**src/rtl/i2c_reg_sequencer.sv**
```systemverilog
// i2c_reg_sequencer: turns one single-byte register command (write: dev,reg,data;
// read: dev,reg -> data) into the enable/rw/restart/txdata/address pattern the
// downstream I2C byte master expects, and returns one response with read data
// and error status. One command in flight at a time.
module i2c_reg_sequencer #(
    parameter int unsigned TIMEOUT_CYCLES = 65535
) (
    input  logic       clk,
    input  logic       reset,
    input  logic       cmd_valid,
    output logic       cmd_ready,
    input  logic       cmd_rw,
    input  logic [6:0] cmd_dev,
    input  logic [7:0] cmd_reg,
    input  logic [7:0] cmd_wdata,
    output logic       rsp_valid,
    output logic [7:0] rsp_rdata,
    output logic [1:0] rsp_err,
    output logic [7:0] m_txdata,
    output logic [6:0] m_address,
    output logic       m_enable,
    output logic       m_rw,
    output logic       m_restart,
    input  logic [7:0] m_rxdata,
    input  logic       m_ack,
    input  logic       m_nack,
    input  logic       m_ready
);

    localparam int unsigned CW = $clog2(TIMEOUT_CYCLES + 1);
    localparam logic [CW-1:0] TMAX = CW'(TIMEOUT_CYCLES - 1);

    localparam logic [1:0] ERR_OK      = 2'd0;
    localparam logic [1:0] ERR_NACK    = 2'd1;
    localparam logic [1:0] ERR_TIMEOUT = 2'd2;

    typedef enum logic [3:0] {
        S_IDLE, S_LAUNCH, S_ADDR, S_REG, S_DATA, S_RADDR, S_RDATA, S_FINISH, S_ABORT
    } state_t;

    state_t        r_state,     w_state;
    logic          r_cmd_rw,    w_cmd_rw;
    logic [7:0]    r_wdata,     w_wdata;
    logic [7:0]    r_txdata,    w_txdata;
    logic [6:0]    r_address,   w_address;
    logic          r_enable,    w_enable;
    logic          r_mrw,       w_mrw;
    logic          r_restart,   w_restart;
    logic          r_rsp_valid, w_rsp_valid;
    logic [7:0]    r_rdata,     w_rdata;
    logic [1:0]    r_err,       w_err;
    logic [CW-1:0] r_tcnt,      w_tcnt;
    logic          w_accept;

    // cmd_ready stays low during the response cycle so a new command is taken
    // only once the previous response pulse has gone.
    assign cmd_ready = (r_state == S_IDLE) && !r_rsp_valid;
    assign w_accept  = cmd_valid && cmd_ready;

    assign rsp_valid = r_rsp_valid;
    assign rsp_rdata = r_rdata;
    assign rsp_err   = r_err;
    assign m_txdata  = r_txdata;
    assign m_address = r_address;
    assign m_enable  = r_enable;
    assign m_rw      = r_mrw;
    assign m_restart = r_restart;

    // State and datapath registers; reset returns everything to idle with no response.
    always_ff @(posedge clk or posedge reset) begin
        if (reset) begin
            r_state     <= S_IDLE;
            r_cmd_rw    <= 1'b0;
            r_wdata     <= '0;
            r_txdata    <= '0;
            r_address   <= '0;
            r_enable    <= 1'b0;
            r_mrw       <= 1'b0;
            r_restart   <= 1'b0;
            r_rsp_valid <= 1'b0;
            r_rdata     <= '0;
            r_err       <= ERR_OK;
            r_tcnt      <= '0;
        end else begin
            r_state     <= w_state;
            r_cmd_rw    <= w_cmd_rw;
            r_wdata     <= w_wdata;
            r_txdata    <= w_txdata;
            r_address   <= w_address;
            r_enable    <= w_enable;
            r_mrw       <= w_mrw;
            r_restart   <= w_restart;
            r_rsp_valid <= w_rsp_valid;
            r_rdata     <= w_rdata;
            r_err       <= w_err;
            r_tcnt      <= w_tcnt;
        end
    end

    // Next-state and next-output logic; timeout overrides every other transition.
    always_comb begin
        w_state     = r_state;
        w_cmd_rw    = r_cmd_rw;
        w_wdata     = r_wdata;
        w_txdata    = r_txdata;
        w_address   = r_address;
        w_enable    = r_enable;
        w_mrw       = r_mrw;
        w_restart   = r_restart;
        w_rsp_valid = 1'b0;
        w_rdata     = r_rdata;
        w_err       = r_err;
        w_tcnt      = (r_state == S_IDLE) ? '0 : r_tcnt + CW'(1);

        if (r_state != S_IDLE && r_tcnt == TMAX) begin
            w_enable    = 1'b0;
            w_restart   = 1'b0;
            w_rsp_valid = 1'b1;
            w_err       = ERR_TIMEOUT;
            w_rdata     = '0;
            w_state     = S_IDLE;
        end else begin
            case (r_state)
                S_IDLE: begin
                    if (w_accept) begin
                        w_cmd_rw  = cmd_rw;
                        w_wdata   = cmd_wdata;
                        w_address = cmd_dev;
                        w_txdata  = cmd_reg;
                        w_mrw     = 1'b0;
                        w_restart = 1'b0;
                        w_enable  = 1'b1;
                        w_err     = ERR_OK;
                        w_state   = S_LAUNCH;
                    end
                end
                S_LAUNCH: begin
                    if (!m_ready) w_state = S_ADDR;
                end
                S_ADDR, S_REG, S_DATA, S_RADDR: begin
                    if (m_nack) begin
                        w_enable  = 1'b0;
                        w_restart = 1'b0;
                        w_err     = ERR_NACK;
                        w_state   = S_ABORT;
                    end else if (m_ack) begin
                        case (r_state)
                            S_ADDR: begin
                                if (r_cmd_rw) begin
                                    w_restart = 1'b1;
                                    w_mrw     = 1'b1;
                                end else begin
                                    w_txdata  = r_wdata;
                                end
                                w_state = S_REG;
                            end
                            S_REG: begin
                                if (r_cmd_rw) begin
                                    w_restart = 1'b0;
                                    w_state   = S_RADDR;
                                end else begin
                                    w_enable  = 1'b0;
                                    w_state   = S_DATA;
                                end
                            end
                            S_DATA: w_state = S_FINISH;
                            default: begin
                                w_enable = 1'b0;
                                w_state  = S_RDATA;
                            end
                        endcase
                    end
                end
                S_RDATA: begin
                    w_state = S_FINISH;
                end
                S_FINISH: begin
                    if (m_ready) begin
                        w_rsp_valid = 1'b1;
                        w_err       = ERR_OK;
                        w_rdata     = r_cmd_rw ? m_rxdata : '0;
                        w_txdata    = '0;
                        w_address   = '0;
                        w_enable    = 1'b0;
                        w_mrw       = 1'b0;
                        w_restart   = 1'b0;
                        w_state     = S_IDLE;
                    end
                end
                S_ABORT: begin
                    if (m_ready) begin
                        w_rsp_valid = 1'b1;
                        w_rdata     = '0;
                        w_state     = S_IDLE;
                    end
                end
                default: w_state = S_IDLE;
            endcase
        end
    end

endmodule

```
**config.mk**
```make
export PLATFORM = sky130hd
export DESIGN_NAME = i2c_reg_sequencer
export DESIGN_NICKNAME = d
export VERILOG_FILES = /design/src/rtl/i2c_reg_sequencer.sv
export SDC_FILE = /design/constraint.sdc
export NUM_CORES = 1
export LEC_CHECK = 0
export BUFFER_PORTS_ARGS = -buffer_cell sky130_fd_sc_hd__buf_2
export CAP_MARGIN = 5
export CORE_MARGIN = 4
export CORE_UTILIZATION = 49
export DETAILED_ROUTE_END_ITERATION = 10
export GPL_TIMING_DRIVEN = 0
export PLACE_DENSITY = 0.76
export SYNTH_ARGS = -nofsm -noshare
export SYNTH_HDL_FRONTEND = slang
export SYNTH_SLANG_ARGS = --single-unit
```
**constraint.sdc**
```tcl
create_clock -name clk -period 1.8 [get_ports clk]
set_input_delay 0 -clock clk [delete_from_list [all_inputs] [get_ports clk]]
set_output_delay 0 -clock clk [all_outputs]
set_load 0.01 [all_outputs]
```
==> flow_summary.yaml, run 1 <==
run_status:
  outcome: "finished with violations"
  violations: "setup timing"
sta:
  min_period_ps: 1910
  worst_pin_slew_ps: 674
  fmax_mhz: 525
  setup_viol: 12
  finalCritPeriodShare: 1.06
  drv_slew: 0
  maxSlewHeadroom: 0.550
  final-hold-violation-count: 0
  rsz0062_at_grt: "yes"
  skew_ps: 7.06
  final.setup.worst_slack_ps: -105
global_route:
  grt_max_degree: 32
  overflow: 0
  groute.usage.overall: 0.215
  antenna_found_initial: 0
  grt_pass1_wl_mm: 12.6
  grt_pass1_vias: 2639
die:
  initial_core_util: 0.509
  die_height_um: 86.9
  dieArea_um2: 7550
  fp.dieW_um: 86.9
  fp-row-count: 28
  io_pins: 68
  core_area_um2: 5990
power_and_ir_drop:
  worst_ir_drop_vdd_mv: 1.01
  switchingPower_w: 0.00264
  p_comb_frac: 0.518
  internal-power_w: 0.00420
  sw_frac_of_total: 0.386
  p_leak_nw: 2.08
  p_clk_frac: 0.168
  p_per_area_nw_per_um2: 1670
  power_frac_seq: 0.313
layout:
  diodes: 0
  fill_cells: 460
  nets: 446
  multi_input_area_um2: 1550
  stdcell_area_um2: 4100
  seq_area_um2: 1450
  layout-drive-gt1-share: 0.359
  area_delta_synth_final_pct: 34.4
route:
  drc_errors: 0
  drt-vias-per-instance: 5.48
  num_vias: 2657
  drt_iter0_markers: 185
  routed_wl_mm: 7.72
  first_pass_iters: 4
  wl_per_cell_um: 15.9
  antenna_left: 0
critical_path:
  timing.critical_path.buf_inv: 1
  critical_path.cell_chain: "or3_4, o221ai_4, a31oi_4, o21a_1, buf_6, mux2_4"
  critPathMaxFanout: 8
  critPathMaxStageDelay_ps: 470
  required_ps: 2020
  end_kind: "flop"
  arrival_ps: 2120
  cp_slowest_cell: "dfrtp_2"
  cp_top_family: "flip-flops"
  critPathKind: "reg -> reg"
  start_kind: "flop"
clock_tree:
  cts_tree: "done"
  clkSinkCount: 58
  cts_max_level: 3
  root_buffer: "clkbuf_8"
  cts.clk_slew.worst_paths_ps: 60
  numCtsBuffers: 9
  clockBufferDepth: 2
  clkLatencyLatePin_ps: 340
yosys:
  syn_area_per_cell_um2: 10.3
  synth_area_um2: 3050
  ys_seq_area_frac: 0.476
  synthCells: 296
  ys_types: 58
  yosys_warnings: 0
  ys_ff_latch: 58
  synth_ff_type: "dfrtp_1"
  syn-num-nets: 336
  synth_enable_flop_cells: 0
  synthArstFlopShare: 1.00
place:
  place_area_um2: 3490
  portBuffers: 66
  place_congestion: 0.879
  dp_hpwl_mm: 5.10
  pre_cts_ws_ps: -246
job:
  max_cap_viol_count: 0
hold_path:
  min_path_type: "in -> reg"
[area by class of cell]
class | count | area share
buffer | 15 | 0.0232
multi-input combinational | 206 | 0.378
timing repair buffer | 100 | 0.161
clock inverter | 3 | 0.00977
inverter | 16 | 0.0147
tap | 75 | 0.0229
clock buffer | 12 | 0.0354
sequential | 58 | 0.355
[power groups by stage]
stage	combinational (W)	clock [W]	sequential [W]
floorplan	0.00214	0	0.00220
global placement	0.00300	0	0.00211
detailed placement	0.00308	0	0.00213
CTS	0.00329	0.00118	0.00214
global route	0.00385	0.00123	0.00220
finish	0.00354	0.00115	0.00214
[cell usage after synthesis (3+ instances only)]
| library cell | number | share of area |
|---|---|---|
| dfrtp_1 | 58 | 0.48 |
| nand2_1 | 36 | 0.044 |
| nor2_1 | 27 | 0.033 |
| inv_1 | 16 | 0.020 |
| o21ai_0 | 12 | 0.020 |
| xor2_1 | 10 | 0.029 |
| a22o_1 | 9 | 0.026 |
| mux2_2 | 9 | 0.033 |
| a21oi_1 | 8 | 0.013 |
| mux2_4 | 8 | 0.039 |
| mux2i_1 | 8 | 0.026 |
| nand3_1 | 7 | 0.011 |
| clkbuf_1 | 6 | 0.0074 |
| buf_2 | 5 | 0.0082 |
| nor3_1 | 5 | 0.0082 |
| xnor2_1 | 5 | 0.014 |
| a21o_1 | 4 | 0.0098 |
| and3_1 | 4 | 0.0082 |
| nand4_1 | 4 | 0.0082 |
| nor2b_1 | 3 | 0.0062 |
| o21a_1 | 3 | 0.0074 |
[placed cells by master, fill, tap and decap left out, types with 3 or more instances in the layout]
cell type and n:
xnor2_1 5, a21oi_1 7, nor2_4 4, nand4_1 4, buf_2 69, nand2_1 34
clkbuf_2 4, buf_6 3, buf_4 10, mux2_4 8, and3_1 4, clkbuf_8 10
xor2_1 10, mux2_2 9, o21ai_0 12, nor3_1 4, inv_1 14, dlygate4sd3_1 25
a21o_1 4, nor2_1 25, dfrtp_1 56, a22o_1 9, o21a_1 3, nand3_1 7
mux2i_1 6, clkbuf_1 5
[worst paths after layout]
| kind | start | endpoint | slack (ps) | cells after the start |
|---|---|---|---|---|
| max | r_state[1] | m_txdata[3] | -110 | 6 |
| min | cmd_reg[2] | m_txdata[2] | 90 | 4 |
| max reg2reg | r_state[1] | m_txdata[3] | -110 | 6 |
| min reg2reg | rsp_err[1] | rsp_err[1] | 480 | 1 |
| max in group asynchronous | reset | r_wdata[2] | 900 | 4 |
| min in group asynchronous | reset | rsp_rdata[0] | 310 | 3 |
[through the flow]
step | utilization | setup TNS, ps | cells | total power, W | hold slack [ps]
final | 0.684 | -946 | 485 | 0.00684 | 87.2
after global routing | 0.684 | -2480 | 485 | 0.00728 | 128
after CTS | 0.669 | -1210 | 479 | 0.00661 | 62.2
after detailed placement | 0.583 | -6210 | 438 | 0.00521 | 145
after global placement | 0.580 | -24760 | 437 | 0.00511 | 216
after floorplan | - | 0 | 296 | 0.00434 | 133
[registers in the layout (all words and copies together) (netlist names), 2 cells and up]
name	flops
r_tcnt	16
m_txdata	8
r_wdata	8
rsp_rdata	8
m_address	7
r_state	4
rsp_err	2
[routing by layer]
layer  vias to the layer above  wire, µm  GRT usage
li1                       1259         -          -
met3                        14       477     0.0492
met1                      1291      3270      0.276
met2                        93      3880      0.350
met4                         0       101     0.0907
met5                         -         0          0
[cell families after synthesis]
kind of cell / count (synthesis) / synth area share
compound gates: 58 / 0.146
flops: 58 / 0.476
fa+ha+maj: 2 / 0.00821
buf+inv: 32 / 0.0492
xor+xnor: 15 / 0.0431
simple gates: 106 / 0.179
mux: 25 / 0.0989
[repair_timing]
action / CTS / global route
pin swaps: 3 / 3
endpoints found under the hold margin: 54 / 0
setup buffers: 1 / 7
endpoints found under the setup margin: 46 / 38
gates resized for setup: 18 / 11
hold buffers: 25 / 0
[worst register-to-register path: stages, from the launching register on]
cell and delay [ps]:
dfrtp_2 470, or3_4 440, o221ai_4 220, a31oi_4 60
o21a_1 140, buf_6 150, mux2_4 310
No activity file was read; power rests on OpenSTA's default activity.
==> run 2: changes to the inputs <==
--- a/config.mk
+++ b/config.mk
@@ -7,11 +7,15 @@
 export LEC_CHECK = 0
 export BUFFER_PORTS_ARGS = -buffer_cell sky130_fd_sc_hd__buf_2
 export CAP_MARGIN = 5
+export CELL_PAD_IN_SITES_DETAIL_PLACEMENT = 1
+export CELL_PAD_IN_SITES_GLOBAL_PLACEMENT = 1
 export CORE_MARGIN = 4
-export CORE_UTILIZATION = 49
+export CORE_UTILIZATION = 38
+export CTS_CLUSTER_SIZE = 24
 export DETAILED_ROUTE_END_ITERATION = 10
 export GPL_TIMING_DRIVEN = 0
-export PLACE_DENSITY = 0.76
+export PLACE_DENSITY_LB_ADDON = 0.1
+export SKIP_LAST_GASP = 1
 export SYNTH_ARGS = -nofsm -noshare
 export SYNTH_HDL_FRONTEND = slang
 export SYNTH_SLANG_ARGS = --single-unit
==> flow_summary.yaml, run 2 (same netlist as run 1, synthesis figures left out) <==
run_status:
  outcome: "finished with violations"
  violations: "setup timing"
layout:
  area_delta_synth_final_pct: 38.9
  nets: 453
  finish.utilization: 0.545
  stdcell_area_um2: 4240
  fin_cells: 520
  top_register: "r_tcnt"
  layout_common_cells: "buf_2, dfrtp_1, nand2_1, dlygate4sd3_1, nor2_1"
  final_common_cell: "buf_2"
  largest_reg_flops: 16
  layout-drive-gt1-share: 0.376
  diodes: 0
sta:
  setup_viol: 22
  totalNegativeSetupSlack_ps: -1230
  worst_pin_slew_ps: 568
  maxSlewHeadroom: 0.622
  skew_ps: 11.4
  final.setup.worst_slack_ps: -98.5
  final-hold-violation-count: 0
  rsz0062_at_grt: "yes"
  min_period_ps: 1900
  fmax_mhz: 527
  finalCritPeriodShare: 1.05
  drv_slew: 0
place:
  place_area_um2: 3530
  portBuffers: 66
  place_congestion: 0.776
  pre_cts_ws_ps: -363
  dp_hpwl_mm: 5.97
  dp_cells: 465
route:
  antenna_left: 0
  num_vias: 2664
  drt_iter0_markers: 74
  drt-met1-wl_mm: 3.99
  drt-vias-per-instance: 5.12
  drc_errors: 0
  routed_wl_mm: 8.81
  wl_per_cell_um: 16.9
  top_layer: "met4"
  routed-wl-met3_um: 271
  wl_met2_mm: 4.47
  first_pass_iters: 4
die:
  core_area_um2: 7770
  die_height_um: 97.6
  dieArea_um2: 9520
  io_pins: 68
  initial_core_util: 0.393
  fp.dieW_um: 97.6
  fp-row-count: 32
global_route:
  overflow: 0
  antenna_found_initial: 0
  grt_max_degree: 36
  groute.usage.overall: 0.193
  grt_pass1_wl_mm: 14.8
  grt_pass1_vias: 2881
critical_path:
  start_kind: "flop"
  critPathLaunch: "r_state[1]"
  required_ps: 2020
  reg2reg_depth: 6
  rrSetupSlack_ps: -100
  r2r-start: "r_state[1]"
  critPathKind: "reg -> reg"
  reg2reg_to: "m_txdata[1]"
  critPathCapture: "m_txdata[1]"
  arrival_ps: 2120
  critPathMaxFanout: 8
  end_kind: "flop"
job:
  max_cap_viol_count: 0
clock_tree:
  cts.clk_slew.worst_paths_ps: 70
  clkSinkCount: 58
  cts_tree: "done"
  clockBufferDepth: 2
  numCtsBuffers: 9
  root_buffer: "clkbuf_8"
  cts_max_level: 3
  clkLatencyLatePin_ps: 340
power_and_ir_drop:
  p_per_area_nw_per_um2: 1690
  p_leak_nw: 2.15
  worst_ir_drop_vdd_mv: 0.708
hold_path:
  min_path_type: "in -> reg"
==> run 2: cell count changes in the layout (fill, tap and decap cells not counted), moves of 2 or more <==
cell and delta:
buf_4 +6, clkbuf_1 -2, mux2i_1 +2, mux2i_2 -2
==> run 2: layer usage <==
metal,track usage,up-vias
li1,-,1275
met1,0.243,1330
met2,0.333,50
met3,0.0416,9
met4,0.0532,0
met5,0,-
==> run 2: repair_timing <==
item	4_1_cts	5_1_grt
hold buffers	25	0
gates resized for setup	21	10
endpoints found under the hold margin	47	0
pin swaps	4	2
setup buffers	7	7
setup endpoints to repair	52	42
==> run 2: worst max-delay path: stages (launching register included) <==
cell      delay (ps)
dfrtp_2          480
or3_4            420
o221ai_4         230
a31oi_4           70
o21a_1           140
buf_6            150
mux2_4           300
==> run 2: per-stage QoR <==
step	hold WS, ps	total power, W
2_1_floorplan	133	0.00434
3_3_place_gp	216	0.00519
3_5_place_dp	81.3	0.00527
4_1_cts	66.5	0.00702
5_1_grt	82.1	0.00768
6_report	79.1	0.00717
==> run 2: final cells by class <==
class,count,area (µm²)
inverter,16,60.1
multi-input combinational,206,1540
fill,869,3530
clock inverter,4,73.8
timing repair buffer,106,718
clock buffer,12,155
tap,102,128
sequential,58,1450
buffer,16,106
==> run 2: where the power goes <==
part	leakage, nW	internal, W	switching [W]	total, W
Sequential	0.742	0.00179	0.000357	0.00215
Combinational	1.29	0.00179	0.00181	0.00360
Clock	0.117	0.000857	0.000561	0.00142
==> run 2: how the worst min path moves through the flow <==
stage                startpoint      endpoint  depth (start not counted)
floorplan           m_rxdata[0]  rsp_rdata[0]                          1
global placement    m_rxdata[4]  rsp_rdata[4]                          2
detailed placement        reset  rsp_rdata[0]                          2
CTS                  cmd_reg[3]   m_txdata[3]                          4
global route         cmd_reg[4]   m_txdata[4]                          4
finish               cmd_reg[3]   m_txdata[3]                          4
